===== src/rtl/axi_lite_bram_responder.sv =====
// rtl/axi_lite_bram_responder.sv - AXI4-Lite subordinate driving one port of a block RAM
module axi_lite_bram_responder #(
  parameter int ADDR_WIDTH  = 16,
  parameter int RAM_LATENCY = 1
) (
  input  logic                  clk,
  input  logic                  reset,
  input  logic [ADDR_WIDTH-1:0] s_axi_awaddr,
  input  logic [2:0]            s_axi_awprot,
  input  logic                  s_axi_awvalid,
  output logic                  s_axi_awready,
  input  logic [31:0]           s_axi_wdata,
  input  logic [3:0]            s_axi_wstrb,
  input  logic                  s_axi_wvalid,
  output logic                  s_axi_wready,
  output logic [1:0]            s_axi_bresp,
  output logic                  s_axi_bvalid,
  input  logic                  s_axi_bready,
  input  logic [ADDR_WIDTH-1:0] s_axi_araddr,
  input  logic [2:0]            s_axi_arprot,
  input  logic                  s_axi_arvalid,
  output logic                  s_axi_arready,
  output logic [31:0]           s_axi_rdata,
  output logic [1:0]            s_axi_rresp,
  output logic                  s_axi_rvalid,
  input  logic                  s_axi_rready,
  output logic                  bram_en,
  output logic [3:0]            bram_we,
  output logic [ADDR_WIDTH-3:0] bram_addr,
  output logic [31:0]           bram_wrdata,
  input  logic [31:0]           bram_rddata
);

  typedef enum logic [2:0] {IDLE, WR_EXEC, WR_RESP, RD_EXEC, RD_WAIT, RD_RESP} state_t;

  localparam int WAIT_LAST = (RAM_LATENCY > 1) ? RAM_LATENCY - 2 : 0;

  state_t                state, state_next;
  logic [ADDR_WIDTH-3:0] addr_q;
  logic [31:0]           wdata_q;
  logic [3:0]            wstrb_q;
  logic [31:0]           rdata_q;
  logic                  rdata_held;
  logic [1:0]            wait_cnt;
  logic                  wr_start;
  logic                  rd_start;
  logic                  unused_inputs;

  assign wr_start      = s_axi_awvalid & s_axi_wvalid;
  assign rd_start      = s_axi_arvalid & ~wr_start;
  assign unused_inputs = ^{s_axi_awprot, s_axi_arprot, s_axi_awaddr[1:0], s_axi_araddr[1:0]};
  assign s_axi_bresp   = 2'b00;
  assign s_axi_rresp   = 2'b00;

  always_ff @(posedge clk) begin
    if (reset) state <= IDLE;
    else       state <= state_next;
  end

  always_ff @(posedge clk) begin
    if (reset) begin
      addr_q     <= '0;
      wdata_q    <= '0;
      wstrb_q    <= '0;
      rdata_q    <= '0;
      rdata_held <= 1'b0;
      wait_cnt   <= '0;
    end else begin
      if (state == IDLE) begin
        if (wr_start) begin
          addr_q  <= s_axi_awaddr[ADDR_WIDTH-1:2];
          wdata_q <= s_axi_wdata;
          wstrb_q <= s_axi_wstrb;
        end else if (rd_start) begin
          addr_q  <= s_axi_araddr[ADDR_WIDTH-1:2];
        end
      end
      wait_cnt <= (state == RD_WAIT) ? wait_cnt + 2'd1 : 2'd0;
      // RAM data is only valid in the first RD_RESP cycle; keep it for a stalled rready.
      if (state == RD_RESP) begin
        if (!rdata_held) begin
          rdata_q    <= bram_rddata;
          rdata_held <= 1'b1;
        end
      end else begin
        rdata_held <= 1'b0;
      end
    end
  end

  always_comb begin
    state_next = state;
    case (state)
      IDLE: begin
        if (wr_start)           state_next = WR_EXEC;
        else if (s_axi_arvalid) state_next = RD_EXEC;
      end
      WR_EXEC: state_next = WR_RESP;
      WR_RESP: if (s_axi_bready) state_next = IDLE;
      RD_EXEC: state_next = (RAM_LATENCY == 1) ? RD_RESP : RD_WAIT;
      RD_WAIT: if (wait_cnt == 2'(WAIT_LAST)) state_next = RD_RESP;
      RD_RESP: if (s_axi_rready) state_next = IDLE;
      default: state_next = IDLE;
    endcase
  end

  always_comb begin
    s_axi_awready = 1'b0;
    s_axi_wready  = 1'b0;
    s_axi_arready = 1'b0;
    s_axi_bvalid  = 1'b0;
    s_axi_rvalid  = 1'b0;
    s_axi_rdata   = rdata_q;
    bram_en       = 1'b0;
    bram_we       = 4'h0;
    bram_addr     = '0;
    bram_wrdata   = '0;
    case (state)
      IDLE: begin
        s_axi_awready = wr_start;
        s_axi_wready  = wr_start;
        s_axi_arready = rd_start;
      end
      WR_EXEC: begin
        bram_en     = 1'b1;
        bram_we     = wstrb_q;
        bram_addr   = addr_q;
        bram_wrdata = wdata_q;
      end
      WR_RESP: s_axi_bvalid = 1'b1;
      RD_EXEC: begin
        bram_en   = 1'b1;
        bram_addr = addr_q;
      end
      RD_RESP: begin
        s_axi_rvalid = 1'b1;
        if (!rdata_held) s_axi_rdata = bram_rddata;
      end
      default: ;
    endcase
  end

endmodule


===== config.mk =====
export PLATFORM = sky130hd
export DESIGN_NAME = axi_lite_bram_responder
export DESIGN_NICKNAME = d
export VERILOG_FILES = /design/src/rtl/axi_lite_bram_responder.sv
export SDC_FILE = /design/constraint.sdc
export NUM_CORES = 1
export LEC_CHECK = 0
export CORE_MARGIN = 3
export CORE_UTILIZATION = 43
export CTS_CLUSTER_DIAMETER = 40
export DETAILED_ROUTE_END_ITERATION = 7
export GPL_ROUTABILITY_DRIVEN = 0
export PLACE_DENSITY_LB_ADDON = 0.25
export SLEW_MARGIN = 30
export SYNTH_ARGS = -nofsm -noshare
export SYNTH_HDL_FRONTEND = slang
export SYNTH_SLANG_ARGS = --single-unit

===== constraint.sdc =====
create_clock -name clk -period 4.2 [get_ports clk]
set_input_delay 1.05 -clock clk [delete_from_list [all_inputs] [get_ports clk]]
set_output_delay 1.05 -clock clk [all_outputs]
set_load 0.05 [all_outputs]

==> impl_metrics.ini <==
[cells_and_area]
fill_cells = 742
multi_input_area_um2 = 2020
area_growth_pct = 50.3
seq_area_um2 = 1760
nNetsFinal = 732
layout-drive-gt1-share = 0.167
n_antenna_cell = 0

[clock_network]
root_buffer = clkbuf_8
clk_path_buf_depth = 2
clock_sinks = 88
cts-htree-levels = 3
clkSlewWorstSetupHoldPaths_ns = 0.09
clock_latency_ns = 0.34
holdBufCountCts = 0
cts_resized = 0
cts_setup_buffers = 0
cts_buffers = 9
cts_tree = done

[logic_synthesis]
yosysSeqAreaShare = 0.438
yosys.area.top_type = dfxtp_1
synth_ff_type = dfxtp_1
ys_seq_elements = 88
yosysWarnings = 0
synth_cell_type_count = 33
syn-cell-area_um2 = 4020
syn_avg_cell_area_um2 = 9.12
synth_area_leaders = dfxtp_1 44%, mux2_4 11%, nand2_1 8.2%, and2_1 7.8%, and2b_1 5.8%
synthTopCellsByCount = 88 x dfxtp_1, 88 x nand2_1, 50 x and2_1
synth_edf_count = 0
synthArstFlopShare = 0
synth_cells = 441
synth_top_area_share = 0.438

[outcome]
status = completed

[setup_path]
end_kind = output port
crit_fanout = 21
start_kind = flop
cp.arrival_ns = 2.80
criticalPathCategory = reg2out
cp_data_required_time_ns = 3.15

[min_path]
hold_class = reg2reg

[global_routing]
grt_max_degree = 65
gr-usage-all-layers = 0.192
grt_pass1_vias = 3471
grt_pass1_wl_mm = 16.2
grt.overflow.total = 0
antenna_found_initial = 0

[pwr]
leakage_uw = 0.00250
ir_worst_vdd_mv = 0.207
power_density_nw_per_um2 = 370

[job]
drv_cap = 0

[route]
drtIter0Drc = 69
drt_pre_antenna_iters = 4
antenna_left = 0
routed_via_density = 4.86
vias = 3555
drc_errors = 0
detail_route.wl_per_cell_um = 14.0
wl_mm = 10.3

[timing]
rsz0062_at_grt = false
drv_slew = 0
maxSlewHeadroom = 0.456
hold_viol = 0
tightest_slew_ns = 0.816
fmax_mhz = 260
worst_slack_ns = 0.350
finalSetupViolations = 0
period_share = 0.917
fin_worst_skew_ns = 0.00829
min_period_ns = 3.85
finalSetupTns_ns = 0

[floorplanning]
io_pins = 205
start_util = 0.452
rows = 34
core_um2 = 8890
die_h_um = 103
fp.dieW_um = 103
dieArea_um2 = 10600

[placement]
dp_slack_ns = 0.666
dp_hpwl_mm = 7.61
portBuffers = 190
path summary, 6_finish.rpt:
check                                 start              end  slack (ns)  depth (start not counted)
worst max-delay path               state[1]  s_axi_rdata[22]        0.35                          5
worst min-delay path            wait_cnt[0]      wait_cnt[0]        0.42                          1
worst max register to register     state[1]      rdata_q[23]        2.19                          5
worst min register to register  wait_cnt[0]      wait_cnt[0]        0.42                          1
layer usage:
layer / routed length (um) / track usage / up-vias
met5: 0 / 0 / -
met4: 177 / 0.0646 / 0
met3: 669 / 0.0419 / 16
met2: 5270 / 0.352 / 122
met1: 4150 / 0.221 / 1628
li1: - / - / 1789
layout make-up:
class                   count  area share
clock buffers              10      0.0228
flip-flops and latches     88       0.291
well taps                 108      0.0224
repair buffers            201       0.316
inverters                   4     0.00248
multi-input cells         314       0.334
clock inverters             6      0.0112
power by group:
part	total, uW	leakage [uW]	internal [uW]	switching, uW
logic	701	0.00169	287	414
registers	940	0.000715	904	36.3
clock network	596	0.0000989	293	302
total	2240	0.00250	1480	752
stage by stage:
stage | power (uW) | instance area [um^2] | utilization | cells | hold slack (ns)
floorplan | 1430 | 4030 | - | 444 | 0.398
global placement | 1650 | 5840 | 0.657 | 715 | 0.409
detailed placement | 1670 | 5840 | 0.657 | 715 | 0.415
CTS | 2260 | 6050 | 0.680 | 731 | 0.428
global route | 2360 | 6050 | 0.680 | 731 | 0.454
finish | 2240 | 6050 | 0.680 | 731 | 0.424
state kept, by name, summed over array words and instances (netlist names):
| signal | count |
|---|---|
| rdata_q | 32 |
| wdata_q | 32 |
| rdata_held | 1 |
| state | 3 |
| wstrb_q | 4 |
| wait_cnt | 2 |
| addr_q | 14 |
cells in the final DEF, fill, tap and decap left out, types with 2 or more instances in the layout:
cell,instances
and2b_1,31
mux2_4,30
inv_1,3
dfxtp_1,88
clkinvlp_4,2
and2_1,50
mux2_2,2
buf_4,49
nand3_1,15
conb_1,4
nor2_1,17
buf_12,2
clkbuf_8,10
nand2b_1,2
a21oi_1,41
a311oi_1,15
clkdlybuf4s50_1,150
nor2b_1,5
nand2_1,88
nor4b_1,2
worst max-delay path, cell delays in order, from the launching register on:
cell	delay, ns
dfxtp_1	0.43
nand3b_2	0.34
nor2_8	0.40
buf_4	0.26
mux2_4	0.32
clkdlybuf4s50_1	0.71
cell families after synthesis:
family	Yosys count	synth area share
simple gates	219	0.290
other cells	1	0.000932
buf+inv	42	0.0628
compound gates	58	0.0877
flops	88	0.438
mux	32	0.118
fa+ha+maj	1	0.00311
(Power assumes the default switching activity.)
